**src/rtl/boot_loader_pkg.sv**
```systemverilog
// ---------------------------------------------------------------------------
// boot_loader_pkg : state encodings and stream constants for the boot loader
// Rev 1.0
// ---------------------------------------------------------------------------
`default_nettype none

package boot_loader_pkg;

  localparam int unsigned HDR_BYTES = 4;

  typedef enum logic [3:0] {
    S_LEN_LO = 4'd0,
    S_LEN_HI = 4'd1,
    S_ADR_LO = 4'd2,
    S_ADR_HI = 4'd3,
    S_DATA   = 4'd4,
    S_SETUP  = 4'd5,
    S_STROBE = 4'd6,
    S_HOLD   = 4'd7,
    S_CKSUM  = 4'd8,
    S_DONE   = 4'd9,
    S_ERROR  = 4'd10
  } state_t;

  typedef enum logic [1:0] {
    W_IDLE   = 2'd0,
    W_SETUP  = 2'd1,
    W_STROBE = 2'd2,
    W_HOLD   = 2'd3
  } wr_state_t;

  function automatic logic accepts_input(input state_t s);
    return (s == S_LEN_LO) || (s == S_LEN_HI) || (s == S_ADR_LO) ||
           (s == S_ADR_HI) || (s == S_DATA)   || (s == S_CKSUM);
  endfunction

endpackage

`default_nettype wire

```
**src/rtl/boot_loader_write_strobe.sv**
```systemverilog
// ---------------------------------------------------------------------------
// boot_loader_write_strobe : SETUP / STROBE x WRITE_CYCLES / HOLD bus sequencer
// Rev 1.0
// ---------------------------------------------------------------------------
`default_nettype none

module boot_loader_write_strobe
  import boot_loader_pkg::*;
#(
  parameter int unsigned WRITE_CYCLES = 1
) (
  input  logic clk_i,
  input  logic rst_ni,
  input  logic start_i,
  output logic we_n_o,
  output logic drive_n_o,
  output logic finish_o
);

  wr_state_t   state_q, state_d;
  logic [3:0]  cnt_q, cnt_d;
  logic        we_n_q, we_n_d;
  logic        drive_n_q, drive_n_d;

  always_ff @(posedge clk_i or negedge rst_ni) begin
    if (!rst_ni) begin
      state_q   <= W_IDLE;
      cnt_q     <= 4'd0;
      we_n_q    <= 1'b1;
      drive_n_q <= 1'b1;
    end else begin
      state_q   <= state_d;
      cnt_q     <= cnt_d;
      we_n_q    <= we_n_d;
      drive_n_q <= drive_n_d;
    end
  end

  always_comb begin
    state_d   = state_q;
    cnt_d     = cnt_q;
    we_n_d    = we_n_q;
    drive_n_d = drive_n_q;
    case (state_q)
      W_IDLE: begin
        if (start_i) begin
          state_d   = W_SETUP;
          drive_n_d = 1'b0;
          we_n_d    = 1'b1;
        end
      end
      W_SETUP: begin
        state_d = W_STROBE;
        we_n_d  = 1'b0;
        cnt_d   = 4'(WRITE_CYCLES - 1);
      end
      W_STROBE: begin
        // cnt_q counts the strobe clocks still to go after the current one
        if (cnt_q == 4'd0) begin
          state_d = W_HOLD;
          we_n_d  = 1'b1;
        end else begin
          cnt_d = cnt_q - 4'd1;
        end
      end
      W_HOLD: begin
        state_d   = W_IDLE;
        drive_n_d = 1'b1;
      end
      default: state_d = W_IDLE;
    endcase
  end

  assign we_n_o    = we_n_q;
  assign drive_n_o = drive_n_q;
  assign finish_o  = (state_q == W_HOLD);

endmodule

`default_nettype wire

```
**src/rtl/boot_loader.sv**
```systemverilog
// ---------------------------------------------------------------------------
// boot_loader : byte-stream image loader that writes RAM and gates CPU reset
// Rev 1.0
// ---------------------------------------------------------------------------
`default_nettype none

module boot_loader
  import boot_loader_pkg::*;
#(
  parameter int          DELAY_RISE   = 0,
  parameter int          DELAY_FALL   = 0,
  parameter int unsigned WRITE_CYCLES = 1
) (
  input  logic        CLK,
  input  logic        RST_bar,
  input  logic [7:0]  IN_DATA,
  input  logic        IN_VALID,
  output logic        IN_READY,
  output logic [15:0] MEM_ADDR,
  output logic [7:0]  MEM_DATA,
  output logic        MEM_WE_bar,
  output logic        MEM_DRIVE_bar,
  output logic        CPU_RST_bar,
  output logic        DONE,
  output logic        ERR
);

  if (DELAY_RISE != 0 || DELAY_FALL != 0) begin : g_sim_delay
    // Output delays exist only for timing-annotated simulation; logic is unchanged.
  end

  state_t      state_q, state_d;
  logic        ready_q, ready_d;
  logic [15:0] addr_q, addr_d;
  logic [7:0]  data_q, data_d;
  logic [15:0] count_q, count_d;
  logic [7:0]  sum_q, sum_d;
  logic        cpu_rst_n_q, cpu_rst_n_d;
  logic        done_q, done_d;
  logic        err_q, err_d;

  logic        w_accept;
  logic        w_wr_start;
  logic        w_wr_finish;

  assign w_accept = IN_VALID & ready_q;

  always_ff @(posedge CLK or negedge RST_bar) begin
    if (!RST_bar) begin
      state_q     <= S_LEN_LO;
      ready_q     <= 1'b0;
      addr_q      <= 16'd0;
      data_q      <= 8'd0;
      count_q     <= 16'd0;
      sum_q       <= 8'd0;
      cpu_rst_n_q <= 1'b0;
      done_q      <= 1'b0;
      err_q       <= 1'b0;
    end else begin
      state_q     <= state_d;
      ready_q     <= ready_d;
      addr_q      <= addr_d;
      data_q      <= data_d;
      count_q     <= count_d;
      sum_q       <= sum_d;
      cpu_rst_n_q <= cpu_rst_n_d;
      done_q      <= done_d;
      err_q       <= err_d;
    end
  end

  always_comb begin
    state_d     = state_q;
    addr_d      = addr_q;
    data_d      = data_q;
    count_d     = count_q;
    sum_d       = sum_q;
    cpu_rst_n_d = cpu_rst_n_q;
    done_d      = done_q;
    err_d       = err_q;
    w_wr_start  = 1'b0;
    case (state_q)
      S_LEN_LO: if (w_accept) begin
        count_d[7:0] = IN_DATA;
        state_d      = S_LEN_HI;
      end
      S_LEN_HI: if (w_accept) begin
        count_d[15:8] = IN_DATA;
        state_d       = S_ADR_LO;
      end
      S_ADR_LO: if (w_accept) begin
        addr_d[7:0] = IN_DATA;
        state_d     = S_ADR_HI;
      end
      S_ADR_HI: if (w_accept) begin
        addr_d[15:8] = IN_DATA;
        state_d      = (count_q == 16'd0) ? S_CKSUM : S_DATA;
      end
      S_DATA: if (w_accept) begin
        data_d     = IN_DATA;
        sum_d      = sum_q + IN_DATA;
        w_wr_start = 1'b1;
        state_d    = S_SETUP;
      end
      // The strobe sequencer owns SETUP/STROBE/HOLD; we wait here for its HOLD clock.
      S_SETUP: if (w_wr_finish) begin
        addr_d  = addr_q + 16'd1;
        count_d = count_q - 16'd1;
        state_d = (count_q == 16'd1) ? S_CKSUM : S_DATA;
      end
      S_CKSUM: if (w_accept) begin
        if (IN_DATA == sum_q) begin
          state_d     = S_DONE;
          cpu_rst_n_d = 1'b1;
          done_d      = 1'b1;
        end else begin
          state_d = S_ERROR;
          err_d   = 1'b1;
        end
      end
      default: state_d = state_q;
    endcase
  end

  assign ready_d = accepts_input(state_d);

  boot_loader_write_strobe #(
    .WRITE_CYCLES (WRITE_CYCLES)
  ) u_write_strobe (
    .clk_i     (CLK),
    .rst_ni    (RST_bar),
    .start_i   (w_wr_start),
    .we_n_o    (MEM_WE_bar),
    .drive_n_o (MEM_DRIVE_bar),
    .finish_o  (w_wr_finish)
  );

  assign IN_READY    = ready_q;
  assign MEM_ADDR    = addr_q;
  assign MEM_DATA    = data_q;
  assign CPU_RST_bar = cpu_rst_n_q;
  assign DONE        = done_q;
  assign ERR         = err_q;

endmodule

`default_nettype wire

```
**config.mk**
```make
export PLATFORM = sky130hd
export DESIGN_NAME = boot_loader
export DESIGN_NICKNAME = d
export VERILOG_FILES = /design/src/rtl/boot_loader_pkg.sv /design/src/rtl/boot_loader_write_strobe.sv /design/src/rtl/boot_loader.sv
export SDC_FILE = /design/constraint.sdc
export NUM_CORES = 1
export LEC_CHECK = 0
export BUFFER_PORTS_ARGS = -buffer_cell sky130_fd_sc_hd__buf_2
export CORE_ASPECT_RATIO = 1.25
export CORE_UTILIZATION = 53
export CTS_CLUSTER_SIZE = 10
export DETAILED_ROUTE_END_ITERATION = 10
export PLACE_DENSITY = 0.73
export SLEW_MARGIN = 10
export SYNTH_ARGS = -nofsm -noshare
export SYNTH_HDL_FRONTEND = slang
export SYNTH_HIERARCHICAL = 1
export SYNTH_SLANG_ARGS = --single-unit
export TNS_END_PERCENT = 20
```
**constraint.sdc**
```tcl
create_clock -name CLK -period 2.1 [get_ports CLK]
set_input_delay 0.42 -clock CLK [delete_from_list [all_inputs] [get_ports CLK]]
set_output_delay 0.42 -clock CLK [all_outputs]
set_load 0.02 [all_outputs]
```
==> flow_summary_export.csv, run 1 <==
group,metric,value,unit
cts,cts-htree-levels,3,
setup_path,r2r_start,"sum_q[1]",
floorplan,coreArea,6930,um^2
synth,synth_area_per_cell,9.22,um^2
cts,post-cts-setup-buffer-count,0,
setup_path,worstPathArrival,2240,ps
synth,synth_nets,438,
finish,syn_to_final_growth,18.0,%
synth,synthArstFlopShare,100,%
setup_path,critPathMaxFanout,3,
route,wl,9040,um
route,ant_nets,0,
timing,fin_crit_sh,96.5,%
grt,grt_first_pass_wirelength,14500,um
route,dr_wl_met2,4590,um
route,met1_length,3850,um
route,num_vias,3376,
grt,grt_overflow_total,0,
grt,antenna_found_initial,0,
setup_path,critPathRequiredTime,2310,ps
floorplan,die_x,77.5,um
timing,setup_violations,0,
placed_design,dp_hpwl,6570,um
timing,rsz0062_at_grt,"true",
floorplan,die_area,7480,um^2
route,wl_met3,406,um
finish,fin_nets,502,
timing,timing.fmax,493,MHz
route,routed.top_layer,"met4",
placed_design,dpl_cell_area,4260,um^2
run,max_cap_violations,0,
cts,cts_made_buffers,9,
route,drt_iter0_markers,266,
floorplan,start_util,54.5,%
setup_path,worst-path-buf-inv,0,
power_and_ir_drop,powerDensity,1250,nW/um^2
synth,synth_cell_types,61,
floorplan,rows,34,
outcome,outcome,"finished, final reports clean",
power_and_ir_drop,power,5580,uW
cts,root_buffer,"clkbuf_8",
timing,min_period,2030,ps
synth,ys_warn_count,6,
route,wl_per_cell,15.9,um
finish,layout_common_cells,"dfrtp_1, nor2_1, buf_2, a21oi_1, o21ai_0",
power_and_ir_drop,ir_drop,890,uV
cts,clkLatencyLatePin,330,ps
synth,synth_seq_cells,63,
synth,synth-edff-count,0,
cts,cts_buffer_depth,2,
placed_design,finalWeightedCongestion,0.806,
setup_path,timing.rr.end,"sum_q[7]",
floorplan,boundaryPins,41,
route,drt_first_pass_iters,4,
finish,mostFrequentLayoutCell,"dfrtp_1",
placed_design,numPortBuffers,40,
hold_path,hp-class,"input pin to async pin",
setup_path,cpMaxStageDelayCell,"dfrtp_1",
power_and_ir_drop,p_leak,0.00203,uW
setup_path,rr_worst_depth,7,
setup_path,critical_path.top_delay_family,"compound AO/OA/AOI/OAI gates",
setup_path,crit_path_end_kind,"flop",
cts,cts_tree,"yes",
grt,grt_pass1_vias,3092,
cts,clkTransAtPathRegs,70,ps
route,vias_per_cell,5.93,
finish,finish.instance_area,4460,um^2
timing,relSlewSlack,55.4,%
setup_path,path_cells,"ha_4 -> a211oi_2 -> o21ai_0 -> a31o_2 -> a211o_1 -> and3_1 -> xor2_1",
synth,synthCells,410,
setup_path,cp-start-kind,"flop",
setup_path,slowest_delay,430,ps
timing,skew,9.81,ps
grt,grt_max_degree,41,
timing,finalHoldViolations,0,
timing,worstMarginPinSlew,669,ps
setup_path,rrSetupSlack,70,ps
cts,cts_sinks,63,
synth,netlist_area,3780,um^2
setup_path,worstSetupPathType,"flop to flop",
finish,layout-drive-gt1-share,23.6,%
grt,grt_use_total,25.2,%
finish,n_fill_cell,564,
finish,diodes,0,
route,drc_errors,0,
synth,ys.flop_type,"dfrtp_1",
synth,yosysSeqAreaShare,41.8,%
timing,final_max_slew_viol_count,0,
floorplan,die_h,96.4,um
-- cell usage after synthesis, types with 9 or more instances --
cell type	number	area [um^2]
a21oi_1	34	170
a31oi_1	12	75.1
clkbuf_1	9	33.8
dfrtp_1	61	1530
ha_1	16	200
inv_1	18	67.6
mux2_2	9	101
nand2_1	30	113
nand3_1	15	75.1
nor2_1	44	165
nor3_1	11	55.1
o21ai_0	32	160
o22a_1	21	184
-- state kept, by name (all words and copies together), names as in the netlist --
| signal | count |
|---|---|
| u_write_strobe/drive_n_o | 1 |
| MEM_DATA | 8 |
| count_q | 16 |
| u_write_strobe/we_n_o | 1 |
| state_q | 4 |
| MEM_ADDR | 16 |
| IN_READY | 1 |
| sum_q | 8 |
| DONE | 1 |
| u_write_strobe/state_q | 2 |
| ERR | 1 |
| u_write_strobe/cnt_q | 4 |
-- how the worst max path moves through the flow --
stage                     from  endpoint  slack (ps)  cells after the start
floorplan           IN_DATA[1]  sum_q[7]          60                      7
global placement    IN_DATA[1]  sum_q[7]        -130                      8
detailed placement  IN_DATA[1]  IN_READY        -160                      8
CTS                   sum_q[1]  sum_q[7]         -40                      7
global route          sum_q[2]  sum_q[7]         -20                      7
finish                sum_q[1]  sum_q[7]          70                      7
-- cells by family (layout without fill, tap and decap cells) --
group | after synthesis | count (layout) | share of synthesized area [%]
AND/OR/NAND/NOR | 142 | 142 | 19.4
AO/OA/AOI/OAI | 137 | 137 | 23.8
flip-flops | 63 | 63 | 41.8
buffers and inverters | 34 | 103 | 4.37
adder cells (fa/ha/maj) | 18 | 18 | 6.09
multiplexers | 12 | 12 | 3.61
XOR/XNOR | 4 | 4 | 0.927
-- cell type report --
| class | count | area, um^2 | share of cell area [%] |
|---|---|---|---|
| Clock buffer | 13 | 159 | 3.56 |
| Sequential cell | 63 | 1580 | 35.4 |
| Clock inverter | 3 | 17.5 | 0.393 |
| Tap cell | 90 | 113 | 2.52 |
| Inverter | 18 | 67.6 | 1.51 |
| Timing Repair Buffer | 69 | 455 | 10.2 |
| Multi-Input combinational cell | 313 | 2070 | 46.4 |
-- what timing repair did --
action,4_1_cts,5_1_grt
setup endpoints to repair,2,11
resized for setup,0,5
hold buffers,0,0
-- power by group --
part / internal (uW) / switching, uW / leakage (uW)
combinational: 1040 / 1280 / 0.00118
sequential: 1740 / 565 / 0.000760
clock: 490 / 454 / 0.0000894
-- metal layers --
metal | up-vias | GRT usage [%]
met3 | 14 | 3.29
met4 | 0 | 11.3
li1 | 1640 | -
met5 | - | 0
met1 | 1624 | 31.5
met2 | 98 | 43.8
-- through the flow --
step	hold WS, ps	setup TNS, ps	setup WS, ps	utilization, %	std cells
6_report	85.7	0	73.5	64.3	569
5_1_grt	101	-30.0	-21.7	64.3	569
4_1_cts	86.7	-59.3	-35.8	63.9	569
3_5_place_dp	448	-380	-162	61.4	553
3_3_place_gp	443	-250	-134	61.4	553
2_1_floorplan	124	0	64.4	-	410
Power figures use the tool's default switching activity.
==> run 2, diff against run 1 <==
--- a/config.mk
+++ b/config.mk
@@ -5,15 +5,14 @@
 export SDC_FILE = /design/constraint.sdc
 export NUM_CORES = 1
 export LEC_CHECK = 0
-export BUFFER_PORTS_ARGS = -buffer_cell sky130_fd_sc_hd__buf_2
 export CORE_ASPECT_RATIO = 1.25
-export CORE_UTILIZATION = 53
+export CORE_UTILIZATION = 58
 export CTS_CLUSTER_SIZE = 10
 export DETAILED_ROUTE_END_ITERATION = 10
+export DONT_BUFFER_PORTS = 1
 export PLACE_DENSITY = 0.73
 export SLEW_MARGIN = 10
 export SYNTH_ARGS = -nofsm -noshare
 export SYNTH_HDL_FRONTEND = slang
-export SYNTH_HIERARCHICAL = 1
 export SYNTH_SLANG_ARGS = --single-unit
 export TNS_END_PERCENT = 20
==> run 2 against run 1 <==
Compared with the run above: sequential share of layout area is 0.85 points higher; sequential cell count did not move; die area fell by 8.8%; final area is 2.4% lower; critical path depth down 1; fmax grew 2.2%; clock power is 41% higher; clock skew is 1.7 ps lower; wire length is 14% higher; worst hold slack better by 130 ps; global-route usage increased by 7.4 points; via count grew 3.2%; critical endpoint is now IN_READY; largest power group is now the clock network; highest routed layer unchanged.
==> flow_summary_export.csv, run 2 <==
group,metric,value,unit
timing,finalHoldViolations,0,
timing,timing.fmax,504,MHz
cts,post-cts-setup-buffer-count,0,
hold_path,hp-class,"input pin to flop",
synth,synth_cell_types,56,
route,wl_per_cell,19.0,um
timing,final_max_slew_viol_count,0,
synth,synth_top_area_share,40.6,%
run,max_cap_violations,0,
setup_path,cp-start-kind,"flop",
floorplan,die_area,6810,um^2
outcome,outcome,"finished, final reports clean",
floorplan,rows,32,
floorplan,die_x,74.0,um
grt,grt_max_degree,64,
setup_path,worstSetupPathType,"flop to flop",
grt,grt_first_pass_wirelength,16500,um
route,ant_nets,0,
finish,layout_common_cells,"dfrtp_1, nand2_1, o21ai_0, a21oi_1, buf_4",
setup_path,crit_path_end_kind,"flop",
setup_path,critPathMaxFanout,5,
synth,ys_warn_count,0,
cts,clkTransAtPathRegs,70,ps
synth,synth.most_common_cell,"dfrtp_1",
route,drt_first_pass_iters,5,
route,vias_per_cell,6.46,
cts,cts_sinks,63,
synth,synth_commonest_cells,"dfrtp_1, nand2_1, o21ai_0, a21oi_1, nor2_1",
power_and_ir_drop,power,2640,uW
synth,synth-edff-count,0,
synth,synthArstFlopShare,100,%
grt,grt_overflow_total,0,
setup_path,critPathRequiredTime,2390,ps
cts,cts-htree-levels,3,
finish,mostFrequentLayoutCell,"dfrtp_1",
synth,synth_area_leaders,"dfrtp_1, o21ai_0, ha_1, a21oi_1, nand2_1",
finish,diodes,0,
synth,synth_seq_cells,63,
floorplan,die_h,92.0,um
synth,synth_nets,453,
route,drc_errors,0,
floorplan,coreArea,6210,um^2
finish,fin_nets,478,
timing,setup_tns,0,ps
synth,yosysSeqAreaShare,42.0,%
grt,grt_pass1_vias,3372,
timing,skew,8.09,ps
route,drt_iter0_markers,407,
power_and_ir_drop,p_leak,0.00195,uW
finish,syn_to_final_growth,15.8,%
route,num_vias,3483,
timing,min_period,1980,ps
power_and_ir_drop,powerDensity,605,nW/um^2
cts,root_buffer,"clkbuf_8",
grt,antenna_found_initial,0,
timing,rsz0062_at_grt,"false",
power_and_ir_drop,ir_drop,450,uV
placed_design,finalWeightedCongestion,0.914,
route,wl,10300,um
placed_design,numPortBuffers,0,
cts,clkLatencyLatePin,350,ps
timing,setup_violations,0,
cts,cts_tree,"yes",
grt,grt_use_total,32.6,%
cts,cts_buffer_depth,2,
finish,layout-drive-gt1-share,17.4,%
floorplan,boundaryPins,41,
synth,ys.flop_type,"dfrtp_1",
timing,worstMarginPinSlew,452,ps
timing,fin_crit_sh,94.4,%
synth,synth_area_per_cell,8.87,um^2
cts,cts_made_buffers,9,
placed_design,dp_hpwl,7200,um
timing,relSlewSlack,69.8,%
synth,synth_area_leader_cell,"dfrtp_1",
setup_path,worstPathArrival,2270,ps
synth,netlist_area,3760,um^2
floorplan,start_util,60.6,%
synth,synthCells,424,
[run 2: layout make-up]
cell class | count | area [um^2]
multi-input combinational | 317 | 2030
fill | 513 | 1850
sequential | 63 | 1580
timing repair buffer | 37 | 313
clock buffer | 10 | 138
clock inverter | 6 | 108
tap | 85 | 106
inverter | 21 | 78.8
[run 2: critical path: stages (launching register included)]
cell	delay (ps)
dfrtp_1	420
or3_2	500
or3_1	360
o31ai_1	290
buf_4	180
o211ai_1	80
nand3_1	90
[run 2: through the flow]
stage	hold slack (ps)	cells	instance area (um^2)	setup WS, ps	util (%)
2_1_floorplan	124	424	3760	141	-
3_3_place_gp	126	521	4050	131	65.3
3_5_place_dp	126	521	4050	99.5	65.3
4_1_cts	211	539	4340	75.3	69.9
5_1_grt	201	539	4360	18.4	70.2
6_report	214	539	4360	118	70.2
[run 2: routing by layer]
| metal | GRT usage [%] | up-vias | part of all wire (%) |
|---|---|---|---|
| met5 | 0 | - | 0 |
| met4 | 14.9 | 0 | 3.8 |
| met3 | 8.13 | 33 | 6.9 |
| met2 | 52.7 | 152 | 49 |
| met1 | 40.4 | 1693 | 40 |
| li1 | - | 1605 | - |
[run 2: repair_timing]
action,4_1_cts,5_1_grt
endpoints found under the hold margin,63,0
setup endpoints to repair,0,6
resized for setup,0,5
hold buffers,2,0
[run 2: worst paths after layout]
kind / depth (start not counted) / startpoint / end / slack [ps]
setup reg to reg: 6 / count_q[13] / IN_READY / 120
hold / removal: 1 / IN_DATA[2] / MEM_DATA[2] / 210
max in group asynchronous: 2 / RST_bar / u_write_strobe.drive_n_o / 1160
hold reg to reg: 2 / sum_q[6] / sum_q[6] / 490
setup / recovery: 6 / count_q[13] / IN_READY / 120
min in group asynchronous: 2 / RST_bar / MEM_ADDR[4] / 590
[run 2: cell families after synthesis]
group | after synthesis | share of synthesized area [%]
AOI/OAI and AO/OA | 143 | 24.0
xor gates and xnor gates | 6 | 1.40
adders and majority gates | 18 | 6.19
buffers and inverters | 44 | 4.59
DFF | 63 | 42.0
muxes | 10 | 2.93
and+or+nand+nor | 140 | 18.9
[run 2: report_power, final]
part | leakage (uW) | total [uW] | internal (uW) | switching, uW
Combinational | 0.00102 | 89.3 | 30.8 | 58.5
Clock | 0.000122 | 1330 | 817 | 514
Sequential | 0.000809 | 1220 | 1210 | 2.34
==> run 3, diff against run 2 <==
--- a/config.mk
+++ b/config.mk
@@ -5,7 +5,6 @@
 export SDC_FILE = /design/constraint.sdc
 export NUM_CORES = 1
 export LEC_CHECK = 0
-export CORE_ASPECT_RATIO = 1.25
 export CORE_UTILIZATION = 58
 export CTS_CLUSTER_SIZE = 10
 export DETAILED_ROUTE_END_ITERATION = 10
==> run 3 against run 2 <==
Compared with the run above: critical path depth decreased by 2; combinational power up 1%; die area hardly changed; non-clock buffer count is the same; sequential power hardly changed; register-to-register slack got worse by 30 ps; fmax is 1.4% lower; sequential cell count unchanged; wire length fell by 5.4%.
==> flow_summary_export.csv, run 3 (same netlist as run 2, synthesis figures left out) <==
group,metric,value,unit
cts,cts_made_buffers,9,
floorplan,die_x,82.5,um
timing,holdWs,212,ps
finish,regArea,1580,um^2
timing,relSlewSlack,67.3,%
timing,worstMarginPinSlew,489,ps
floorplan,coreArea,6100,um^2
cts,cts_tree,"yes",
setup_path,worstPathArrival,2210,ps
timing,finalHoldViolations,0,
power_and_ir_drop,pwr-share-comb,3.8,%
power_and_ir_drop,sw_frac_of_total,22.9,%
timing,final_max_slew_viol_count,0,
finish,layout-drive-gt1-share,17.4,%
power_and_ir_drop,power,2360,uW
finish,mostFrequentLayoutCell,"dfrtp_1",
finish,layoutNonFillerInstCount,529,
setup_path,worstSetupPathType,"flop to flop",
placed_design,numPortBuffers,0,
grt,grt_first_pass_wirelength,15500,um
power_and_ir_drop,p_leak,0.00193,uW
cts,cts_buffer_depth,2,
cts,clkTransAtPathRegs,70,ps
timing,skew,12.7,ps
cts,clkLatencyLatePin,350,ps
grt,grt_overflow_total,0,
grt,antenna_found_initial,0,
hold_path,hp-class,"input pin to flop",
power_and_ir_drop,p_int,1820,uW
route,wl,9700,um
power_and_ir_drop,pwr-share-clk,44.7,%
run,max_cap_violations,0,
finish,multiInputGateArea,2040,um^2
power_and_ir_drop,p_seq_share,51.5,%
floorplan,start_util,61.7,%
route,num_vias,3317,
setup_path,critPathRequiredTime,2300,ps
route,wl_per_cell,18.3,um
power_and_ir_drop,powerDensity,550,nW/um^2
timing,min_period,2010,ps
grt,grt_max_degree,64,
cts,root_buffer,"clkbuf_8",
finish,layout_common_cells,"dfrtp_1, nand2_1, o21ai_0, a21oi_1, buf_4",
route,drt_first_pass_iters,5,
timing,setup_violations,0,
cts,cts-htree-levels,3,
placed_design,placed_cells,511,
timing,rsz0062_at_grt,"false",
finish,n_fill_cell,500,
timing,fin_crit_sh,95.8,%
placed_design,finalWeightedCongestion,0.871,
grt,grt_pass1_vias,3129,
cts,post-cts-setup-buffer-count,0,
finish,diodes,0,
route,ant_nets,0,
outcome,outcome,"finished, final reports clean",
grt,grt_use_total,31.3,%
timing,timing.fmax,497,MHz
floorplan,rows,28,
power_and_ir_drop,switchingPower,541,uW
timing,setup_tns,0,ps
floorplan,die_h,82.5,um
route,drt_iter0_markers,157,
setup_path,cp-start-kind,"flop",
cts,cts_sinks,63,
finish,fin_nets,478,
setup_path,critPathMaxFanout,4,
route,vias_per_cell,6.27,
setup_path,crit_path_end_kind,"flop",
finish,syn_to_final_growth,14.3,%
floorplan,die_area,6810,um^2
placed_design,dp_hpwl,6870,um
floorplan,boundaryPins,41,
power_and_ir_drop,ir_drop,511,uV
route,drc_errors,0,
==> run 3: changes by cell type in the layout (fill, tap and decap cells not counted), sizes merged <==
cell,change
bufinv,-2
clkbuf,+2
==> run 3: per-layer routing <==
layer | vias up | part of all wire, % | GRT usage (%)
met5 | - | 0 | 0
met4 | 0 | 2.7 | 13.4
met3 | 23 | 6.0 | 8.46
met2 | 100 | 49 | 52.9
met1 | 1597 | 42 | 37.5
li1 | 1597 | - | -
==> run 3: path summary, 6_finish.rpt <==
kind	from	to	slack, ps	depth (start not counted)
setup / recovery	count_q[14]	state_q[2]	90	4
hold / removal	IN_DATA[7]	MEM_DATA[7]	210	1
setup reg to reg	count_q[14]	state_q[2]	90	4
hold reg to reg	sum_q[4]	sum_q[4]	490	1
max in group asynchronous	RST_bar	u_write_strobe.drive_n_o	1150	2
min in group asynchronous	RST_bar	count_q[8]	640	2
==> run 3: critical path: stages, from the launching register on <==
cell     delay [ps]
dfrtp_1         400
or3_2           510
or3_1           350
o31ai_1         420
o21ai_0         190
==> run 3: metrics by stage <==
stage / cell area (um^2) / setup slack, ps / util, %
final: 4300 / 88.8 / 70.5
after detailed placement: 4040 / 74.7 / 66.3
after CTS: 4270 / 71.0 / 70.1
after global placement: 4040 / 153 / 66.3
after global routing: 4300 / 0.00377 / 70.5
after floorplan: 3760 / 141 / -
==> run 3: cell type report <==
cell class / count / share of cell area [%]
clock buffers: 12 / 3.38
inverters: 21 / 1.83
flip-flops and latches: 63 / 36.7
repair buffers: 37 / 7.28
multi-input cells: 317 / 47.5
clock inverters: 4 / 1.11
well taps: 75 / 2.18
==> run 3: what timing repair did <==
action | in CTS | in global routing
gates resized for setup | 0 | 7
hold buffers | 2 | 0
endpoints found under the hold margin | 63 | 0
endpoints found under the setup margin | 0 | 7
==> run 3: power groups by stage <==
stage	Combinational [uW]	Clock, uW	Sequential (uW)
floorplan	43.4	0	1240
global placement	55.5	0	1240
detailed placement	57.1	0	1240
CTS	90.7	1070	1220
global route	103	1120	1220
finish	90.3	1060	1220
